$ cat src/rtl/row_requantize_serializer.sv
// Captures one 8-wide row of 2W-bit accumulators, requantizes every element in
// parallel (round half up, arithmetic shift, saturate, optional ReLU) and streams it out.
//
// state  | meaning
// S_IDLE | no row held, out_v=0, always ready to capture
// S_SEND | row buffered, emitting element idx_q under valid/ready

module row_requantize_serializer #(
  parameter int W     = 16,
  parameter int SHIFT = 12,
  parameter bit RELU  = 1'b0
) (
  input  logic            clk,
  input  logic            rst,
  input  logic [2*W-1:0]  in_d0,
  input  logic [2*W-1:0]  in_d1,
  input  logic [2*W-1:0]  in_d2,
  input  logic [2*W-1:0]  in_d3,
  input  logic [2*W-1:0]  in_d4,
  input  logic [2*W-1:0]  in_d5,
  input  logic [2*W-1:0]  in_d6,
  input  logic [2*W-1:0]  in_d7,
  input  logic            in_v,
  output logic            in_ready,
  output logic [W-1:0]    out_data,
  output logic [2:0]      out_idx,
  output logic            out_last,
  output logic            out_sat,
  output logic            out_v,
  input  logic            out_ready,
  output logic            overflow,
  input  logic            ovf_clr
);

  localparam logic [0:0] S_IDLE = 1'b0;
  localparam logic [0:0] S_SEND = 1'b1;

  // Rounding constant is 2^(SHIFT-1), or 0 when nothing is dropped.
  localparam logic [2*W:0] RND = ((2*W+1)'(1) << SHIFT) >> 1;
  localparam logic signed [2*W:0] MAXV = {{(W+2){1'b0}}, {(W-1){1'b1}}};
  localparam logic signed [2*W:0] MINV = {{(W+2){1'b1}}, {(W-1){1'b0}}};

  logic [0:0]     state_q, state_d;
  logic [2:0]     idx_q, idx_d;
  logic           ovf_q, ovf_d;
  logic [W-1:0]   data_q [8];
  logic [7:0]     sat_q;

  logic [2*W-1:0] row [8];
  logic [W-1:0]   q_data [8];
  logic [7:0]     q_sat;
  logic           capture, drop, beat;

  function automatic logic [W:0] requant(input logic [2*W-1:0] x);
    logic signed [2*W:0] t;
    logic signed [2*W:0] r;
    logic [W-1:0]        res;
    logic                sat;
    t   = $signed({x[2*W-1], x}) + $signed(RND);
    r   = t >>> SHIFT;
    sat = 1'b1;
    if (r > MAXV) begin
      res = MAXV[W-1:0];
    end else if (r < MINV) begin
      res = MINV[W-1:0];
    end else begin
      res = r[W-1:0];
      sat = 1'b0;
    end
    if (RELU && res[W-1]) res = '0;
    return {sat, res};
  endfunction

  assign row[0] = in_d0;
  assign row[1] = in_d1;
  assign row[2] = in_d2;
  assign row[3] = in_d3;
  assign row[4] = in_d4;
  assign row[5] = in_d5;
  assign row[6] = in_d6;
  assign row[7] = in_d7;

  always_comb begin
    for (int i = 0; i < 8; i++) begin
      {q_sat[i], q_data[i]} = requant(row[i]);
    end
  end

  assign out_v    = (state_q == S_SEND);
  assign in_ready = (state_q == S_IDLE) || (out_v && idx_q == 3'd7 && out_ready);
  assign capture  = in_v && in_ready;
  assign drop     = in_v && !in_ready;
  assign beat     = out_v && out_ready;

  always_comb begin
    state_d = state_q;
    idx_d   = idx_q;
    if (capture) begin
      state_d = S_SEND;
      idx_d   = 3'd0;
    end else if (beat) begin
      idx_d = idx_q + 3'd1;
      if (idx_q == 3'd7) state_d = S_IDLE;
    end
  end

  // A drop on the same edge as a clear keeps the flag set.
  always_comb begin
    ovf_d = ovf_q;
    if (drop)         ovf_d = 1'b1;
    else if (ovf_clr) ovf_d = 1'b0;
  end

  always_ff @(posedge clk or posedge rst) begin
    if (rst) begin
      state_q <= S_IDLE;
      idx_q   <= 3'd0;
      ovf_q   <= 1'b0;
      sat_q   <= '0;
      for (int i = 0; i < 8; i++) data_q[i] <= '0;
    end else begin
      state_q <= state_d;
      idx_q   <= idx_d;
      ovf_q   <= ovf_d;
      if (capture) begin
        sat_q <= q_sat;
        for (int i = 0; i < 8; i++) data_q[i] <= q_data[i];
      end
    end
  end

  assign out_data = data_q[idx_q];
  assign out_sat  = sat_q[idx_q];
  assign out_idx  = idx_q;
  assign out_last = out_v && (idx_q == 3'd7);
  assign overflow = ovf_q;

endmodule

$ cat config.mk
export PLATFORM = sky130hd
export DESIGN_NAME = row_requantize_serializer
export DESIGN_NICKNAME = d
export VERILOG_FILES = /design/src/rtl/row_requantize_serializer.sv
export SDC_FILE = /design/constraint.sdc
export NUM_CORES = 1
export LEC_CHECK = 0
export ABC_AREA = 1
export CAP_MARGIN = 20
export CORE_ASPECT_RATIO = 0.9
export CORE_MARGIN = 3
export CORE_UTILIZATION = 52
export CTS_CLUSTER_DIAMETER = 40
export CTS_CLUSTER_SIZE = 12
export DETAILED_ROUTE_END_ITERATION = 12
export GPL_TIMING_DRIVEN = 0
export PLACE_DENSITY = 0.83
export SLEW_MARGIN = 25
export SYNTH_ARGS = -nofsm -noshare
export SYNTH_HDL_FRONTEND = slang
export SYNTH_SLANG_ARGS = --single-unit
$ cat constraint.sdc
create_clock -name clk -period 5.8 [get_ports clk]
set_input_delay 1.16 -clock clk [delete_from_list [all_inputs] [get_ports clk]]
set_output_delay 1.16 -clock clk [all_outputs]
set_load 0.01 [all_outputs]
After elaboration in Yosys (flattened, before gate mapping)
Cells that the tools add are included.

word-level totals
  register bits = 141
  bits of input ports = 261
  output and inout bits = 24
  logic and storage cells = 97

operators by class
  add/subtract/negate cells = 9
  magnitude comparators = 18
  equality and inequality tests = 1
  muxes and demuxes = 44
  bitwise operators = 2
  reductions and logical operators = 11

operator list
  cell                                                             count
  2-to-1 mux 16 bit                                                18
  adder 32 x 13 -> 33 bit, second input constant                   8
  greater-than comparator 21 x 16 -> 1 bit, second input constant  8
  < comparator 21 x 16 -> 1 bit, second input constant             8
  binary-select mux 16 bit (select 3 bit)                          1
  2-to-1 mux 1 bit                                                 22
  2-to-1 mux 3 bit                                                 2
  nonzero test 2 bit                                               3
  logical AND 1 bit                                                5
  >= comparator 4 bit, second input constant                       1
  < comparator 3 x 4 -> 1 bit, second input constant               1
  inverter 3 -> 4 bit                                              1
  adder 3 x 1 -> 3 bit, second input constant                      1
  binary-select mux 1 bit (select 3 bit)                           1
  equality test 3 bit, second input constant                       1
  AND reduction 2 bit                                              1
  zero test 1 bit                                                  1
  logical OR 1 bit                                                 1
  inverter 1 bit                                                   1

Depth between registers and ports, before layout
Gate-level depths: netlist of the first run.

  depth after elaboration = 7
  mapped depth = 16
  gate-level depth less buffers = 15

Least setup slack after synthesis of the first run
Ideal clock, no wire load.

  path type = input port to flip-flop
  start point = in in_d6[11]
  end point = reg data_q[21] (netlist name)
  library setup time = 0.135 ns
  data arrival time = 2.576 ns
  data required time = 5.665 ns
  slack = 3.089 ns
  stages = 12
  path buffers = 0
  cells stage by stage = ha_1 nand2_1 nor2_2 nand2_4 nor2_8 nand2_1 nand2_1 nand2_2 nor2_2 nand3_2 a21oi_4 a21oi_2

on the way
  cells in the longest elaborated chain, start to end = 4
  elaborated cells on any way between the ends = 5
  classes of those cells = 1 x add/sub; 2 x order compare; 2 x mux

ends and longest elaborated chain
  element                        line  text
  start, declared                21    input logic [2*W-1:0] in_d6,
  adder 32 x 13 -> 33 bit *      59    t = $signed({x[2*W-1], x}) + $signed(RND);
  < comparator 21 x 16 -> 1 bit  64    end else if (r < MINV) begin
  2-to-1 mux 16 bit              64
  2-to-1 mux 16 bit *            62    if (r > MAXV) begin
  end, declared                  46    logic [W-1:0] data_q [8];

Mark *: on every way between the ends. The rest lies on a longest branch, timed or not.
A chain may end at the register's enable or synchronous reset.

Worst setup path after layout of the first run
  start point = reg idx_q[0] (netlist: out_idx[0])
  end point = out out_data[6]

on the way
  cells in the longest elaborated chain, start to end = 4

ends and longest elaborated chain
  element                                                line  text
  start, declared                                        44    logic [2:0] idx_q, idx_d;
  start signal, assigned                                 123   idx_q <= idx_d;
  inverter 3 -> 4 bit (implied by the code)              132   assign out_data = data_q[idx_q];
  binary-select mux 16 bit (select 3 bit)                132
  2-to-1 mux 16 bit (implied by the code) (2 in series)  132
  end, declared                                          25    output logic [W-1:0] out_data,

Every way passes these cells. The select of a mux whose other input is x is not followed.

==> reports/summary.json, run 1 <==
{
  "timing.hold.worst_endpoint": "data_q[111]$_DFFE_PP0P_",
  "io_buffers": 196,
  "die_height_um": 150,
  "antenna_violating_nets_left": 0,
  "die_w_um": 166,
  "postCtsHoldBufs": 0,
  "finalHoldViolations": 0,
  "grt_start_max_net_pins": 94,
  "wire_per_inst_um": 14.6,
  "remaining_global_route_overflow": 0,
  "postRouteWirelength_um": 34300,
  "hold_class": "flip-flop to flip-flop",
  "num_io_pins": 285,
  "initial_utilization": 0.541,
  "place.detailed.hpwl_um": 27600,
  "finalCritPeriodShare": 0.725,
  "vias_in_the_first_global_route": 11600,
  "grt_pass1_wl_um": 56400,
  "fin_setup_tns_ns": 0,
  "routed-via-count": 12300,
  "netlist_area_pre_place_um2": 11900,
  "cts_tree": "yes",
  "hold_path_depth": 2,
  "rr_endpoint": "data_q[17]$_DFFE_PP0P_",
  "reg2reg_slack_ns": 2.78,
  "synth_edf_count": 0,
  "cellLeakagePower_nw": 6.75,
  "data_arrival_time_of_the_critical_path_ns": 3.04,
  "rr_worst_depth": 10,
  "antenna_found_initial": 0,
  "final_report_max_slew_violation_count": 0,
  "diodes": 0,
  "drc": 0,
  "worst_hold_startpoint": "data_q[111]$_DFFE_PP0P_",
  "ys_async_sr_fraction": 1.00,
  "final_cell_mix": "nand2_1 (599), nor2_1 (321), clkdlybuf4s50_1 (196)",
  "run_status": "completed",
  "clk_transition_reported_paths_ns": 0.06,
  "clock_latency_on_the_worst_skew_pair_ns": 0.42,
  "routabilityCongestion": 0.975,
  "cts_post_setup_buffers_inserted": 0,
  "post_cts.resized_instances": 0,
  "cts_buffers": 17,
  "clk_root_buffer_cell": "clkbuf_16",
  "htreeDepth": 4,
  "mostFrequentLayoutCell": "nand2_1",
  "post_synth_inst_count": 1829,
  "rows": 51,
  "setup.worst_path.class": "flip-flop to primary output",
  "detailedRoute.firstIterationViolations": 1079,
  "area_growth_pct": 24.6,
  "required_ns": 4.64,
  "syn_area_per_cell_um2": 6.53,
  "layout-drive-gt1-share": 0.108,
  "total_nets_after_synthesis": 2100,
  "path_cells": "clkbuf_1 > clkbuf_1 > nor2_1 > nor2_1 > o21ai_0 > a31oi_1 > clkdlybuf4s50_1",
  "die_area_um2": 24800,
  "coreArea_um2": 22100,
  "highest_attainable_clock_frequency_mhz": 238,
  "clock_sinks": 141,
  "post-route-min-period_ns": 4.20,
  "finalClockSkew_ns": 0.00596,
  "detail_route.vias_per_cell": 5.25,
  "yosys_most_used_dff": "dfrtp_1",
  "finalSetupViolations": 0,
  "timing.critical_path.slowest_cell_delay_ns": 0.60,
  "drt_first_pass_iters": 6,
  "synth.yosys.seq_area_share": 0.296,
  "cts.path.max_buffers": 2,
  "track_usage": 0.275,
  "timing.critical_path.fanout_max": 10,
  "final_net_count": 2316,
  "irDropWorstVdd_v": 0.000302,
  "power_per_cell_area_nw_per_um2": 349,
  "max_cap_violations": 0,
  "max_slew_margin": 0.454,
  "count_of_state_elements_after_synthesis": 141,
  "crit-reg2reg-launch": "out_idx[0]$_DFFE_PP0P_",
  "worst_slew_pin_slew_ns": 0.811,
  "finalPower_mw": 5.20,
  "synth_cell_types": 37,
  "worst_setup_path_start_kind": "flip-flop",
  "crit_slowest_cell": "clkdlybuf4s50_1",
  "fillCellCount": 1937,
  "worstSetupEndpointType": "primary output",
  "synth_warnings": 0,
  "unrepaired_setup_endpoints_after_global_routing": "false"
}
kinds of logic (layout without fill, tap and decap cells):
logic type / after synthesis / count (layout) / share of synthesized area
buffers and inverters: 201 / 430 / 0.0724
XOR/XNOR: 109 / 109 / 0.0800
AND/OR/NAND/NOR: 1144 / 1144 / 0.418
flip-flops: 141 / 141 / 0.296
AO/OA/AOI/OAI: 224 / 224 / 0.124
adder cells (fa/ha/maj): 10 / 10 / 0.0105
layout make-up:
class / count / area [um^2] / area share
Clock buffer: 22 / 484 / 0.0326
Inverter: 140 / 533 / 0.0358
Timing Repair Buffer: 197 / 1990 / 0.134
Clock inverter: 10 / 88.8 / 0.00597
Multi-Input combinational cell: 1487 / 7540 / 0.507
Buffer: 61 / 339 / 0.0228
Sequential cell: 141 / 3530 / 0.237
Tap cell: 291 / 364 / 0.0245
state kept, by name, indices dropped and copies added (netlist names):
register	count
data_q	128
sat_q	8
out_idx	3
out_v	1
overflow	1
worst max-delay path: cells and delay by family (launching register included):
kind | cells | cell delay, ns
buf+inv | 3 | 1.31
compound gates | 2 | 0.52
flops | 1 | 0.51
simple gates | 2 | 0.27
synthesized netlist by cell type, types with 5 or more instances:
cell type / instances / area (um^2)
a21oi_1: 29 / 145
a21oi_2: 50 / 438
a21oi_4: 5 / 81.3
a31oi_1: 18 / 113
buf_1: 6 / 22.5
buf_6: 13 / 146
clkbuf_1: 36 / 135
dfrtp_1: 141 / 3530
ha_1: 10 / 125
inv_1: 134 / 503
inv_2: 6 / 22.5
nand2_1: 599 / 2250
nand2_2: 46 / 288
nand2_4: 7 / 78.8
nand3_1: 58 / 290
nand3_2: 7 / 70.1
nand3b_1: 18 / 135
nand4_1: 15 / 93.8
nor2_1: 321 / 1200
nor2_2: 20 / 125
nor2_4: 22 / 248
nor3_1: 26 / 130
o21ai_0: 91 / 455
o22ai_1: 21 / 131
xnor2_1: 45 / 394
xor2_1: 64 / 561
power breakdown:
| group | internal, mW | leakage (nW) | total, mW | switching [mW] |
|---|---|---|---|---|
| registers | 1.46 | 1.63 | 1.79 | 0.335 |
| logic | 0.953 | 4.85 | 2.35 | 1.40 |
| clock network | 0.632 | 0.274 | 1.05 | 0.420 |
| total | 3.04 | 6.75 | 5.20 | 2.15 |
how the worst max path moves through the flow:
| stage | start | endpoint | slack [ns] | depth (start not counted) |
|---|---|---|---|---|
| 3_3_place_gp | rst | data_q[84]$_DFFE_PP0P_ | -0.92 | 2 |
| 2_1_floorplan | rst | data_q[0]$_DFFE_PP0P_ | 0.86 | 1 |
| 5_1_grt | out_idx[0]$_DFFE_PP0P_ | out_data[6] | 1.43 | 7 |
| 3_5_place_dp | out_idx[0]$_DFFE_PP0P_ | out_data[6] | 2.13 | 7 |
| 6_report | out_idx[0]$_DFFE_PP0P_ | out_data[6] | 1.60 | 7 |
| 4_1_cts | out_idx[0]$_DFFE_PP0P_ | out_data[6] | 1.62 | 7 |
through the flow:
stage	hold WS [ns]	worst slack (ns)	std cells	utilization	area, um^2
finish	0.484	1.60	2349	0.674	14900
global route	0.509	1.43	2349	0.674	14900
CTS	0.484	1.62	2349	0.674	14900
detailed placement	0.469	2.13	2317	0.648	14300
global placement	0.461	-0.919	2316	0.646	14300
floorplan	0.444	0.859	1829	-	11900
metal layers:
metal  track usage  part of all wire  up-vias
met3        0.0647             0.086       60
met4        0.0744             0.025        0
li1              -                 -     6206
met2         0.455              0.46      479
met5             0                 0        -
met1         0.365              0.43     5598
Note: power is estimated with default switching activity, not from simulation.
==> run 2, diff against run 1 <==
- clock period: 5.8 -> 4.11 ns (I/O delays scaled with it)
==> reports/summary.json, run 2 (synthesized netlist as in run 1, its figures left out) <==
{
  "io_buffers": 196,
  "detailedRoute.firstIterationViolations": 1050,
  "unrepaired_setup_endpoints_after_global_routing": "false",
  "track_usage": 0.282,
  "cellLeakagePower_nw": 6.84,
  "cts_tree": "yes",
  "final_cell_mix": "nand2_1 (599), nor2_1 (321), clkdlybuf4s50_1 (196)",
  "run_status": "completed",
  "cts.path.max_buffers": 2,
  "coreArea_um2": 22100,
  "fin_setup_tns_ns": 0,
  "num_io_pins": 285,
  "htreeDepth": 4,
  "place.detailed.instances": 2321,
  "clk_root_buffer_cell": "clkbuf_16",
  "place_worst_setup_slack_ns": 0.756,
  "max_cap_violations": 0,
  "layout-drive-gt1-share": 0.110,
  "antenna_found_initial": 0,
  "largest_register_ffs": 128,
  "area_growth_pct": 26.0,
  "cts_post_setup_buffers_inserted": 0,
  "regMostFlops": "data_q",
  "clock_latency_on_the_worst_skew_pair_ns": 0.42,
  "clock_sinks": 141,
  "rr_worst_depth": 10,
  "routabilityCongestion": 0.970,
  "layoutNonFillerInstCount": 2353,
  "max_slew_margin": 0.420,
  "finalHoldWorstSlack_ns": 0.485,
  "finalCritPeriodShare": 0.942,
  "finalSetupViolations": 0,
  "antenna_violating_nets_left": 0,
  "mostFrequentLayoutCell": "nand2_1",
  "drc": 0,
  "worst_slew_pin_slew_ns": 0.860,
  "grt_start_max_net_pins": 34,
  "fillCellCount": 1972,
  "fin_ws_ns": 0.240,
  "worstSetupEndpointType": "primary output",
  "swShare": 0.404,
  "grt_pass1_wl_um": 57900,
  "clock_power_share": 0.224,
  "initial_utilization": 0.541,
  "postRouteWirelength_um": 35000,
  "final_report_max_slew_violation_count": 0,
  "setup.worst_path.class": "flip-flop to primary output",
  "diodes": 0,
  "finalClockSkew_ns": 0.00644,
  "postLayoutCellArea_um2": 15000,
  "timing.critical_path.fanout_max": 10,
  "clk_transition_reported_paths_ns": 0.06,
  "hold_class": "flip-flop to flip-flop",
  "power_frac_seq": 0.337,
  "place.detailed.hpwl_um": 28100,
  "final_core_util": 0.681,
  "postCtsHoldBufs": 0,
  "die_area_um2": 24800,
  "final_net_count": 2320,
  "highest_attainable_clock_frequency_mhz": 258,
  "hold_path_depth": 2,
  "finalHoldViolations": 0,
  "worst_setup_path_start_kind": "flip-flop",
  "detailed_place.area_um2": 14400,
  "data_arrival_time_of_the_critical_path_ns": 3.05,
  "die_w_um": 166,
  "irDropWorstVdd_v": 0.000382,
  "post_cts.resized_instances": 0,
  "finalPower_mw": 7.57,
  "die_height_um": 150,
  "vias_in_the_first_global_route": 11900,
  "comb_power_share": 0.439,
  "power_per_cell_area_nw_per_um2": 503,
  "wire_per_inst_um": 14.9,
  "rows": 51,
  "switching_power_mw": 3.06,
  "worst_hold_startpoint": "data_q[90]$_DFFE_PP0P_",
  "crit-reg2reg-launch": "out_idx[0]$_DFFE_PP0P_",
  "post-route-min-period_ns": 3.87,
  "remaining_global_route_overflow": 0,
  "critical_path.startpoint": "out_idx[0]$_DFFE_PP0P_",
  "cts_buffers": 17,
  "required_ns": 3.29,
  "internal-power_mw": 4.51,
  "detail_route.vias_per_cell": 5.30,
  "drt_first_pass_iters": 5,
  "routed-via-count": 12500
}
[run 2: metal layers]
| metal | global-route usage | vias to the layer above | wire (um) |
|---|---|---|---|
| li1 | - | 6212 | - |
| met1 | 0.374 | 5735 | 15300 |
| met2 | 0.469 | 472 | 16100 |
| met3 | 0.0605 | 59 | 2780 |
| met4 | 0.0786 | 0 | 832 |
| met5 | 0 | - | 0 |
[run 2: power by group through the flow]
stage          registers [mW]  logic (mW)  clock network (mW)
3_3_place_gp             2.52        3.14                   0
4_1_cts                  2.53        3.26                1.69
6_report                 2.55        3.32                1.69
5_1_grt                  2.60        3.65                1.76
3_5_place_dp             2.53        3.22                   0
2_1_floorplan            2.33        1.95                   0
[run 2: worst paths after layout]
path	end	slack (ns)
max	out_data[8]	0.24
min	data_q[90]$_DFFE_PP0P_	0.48
max reg2reg	data_q[17]$_DFFE_PP0P_	1.12
min reg2reg	data_q[90]$_DFFE_PP0P_	0.48
max in group asynchronous	data_q[74]$_DFFE_PP0P_	2.58
min in group asynchronous	sat_q[7]$_DFFE_PP0P_	0.80
[run 2: final cells by class]
class	count	area [um^2]	share of cell area
Multi-Input combinational cell	1487	7540	0.501
Clock inverter	9	155	0.0103
Clock buffer	23	498	0.0331
Tap cell	291	364	0.0242
Buffer	61	339	0.0225
Timing Repair Buffer	201	2080	0.139
Inverter	140	529	0.0352
Sequential cell	141	3530	0.235
[run 2: critical path, cell delays in order, from the launching register on]
cell and delay, ns:
dfrtp_1 0.48, clkbuf_1 0.34, clkbuf_1 0.38, nor2_1 0.17, nor2_1 0.12, o21ai_0 0.16
a31oi_1 0.35, clkdlybuf4s50_1 0.61
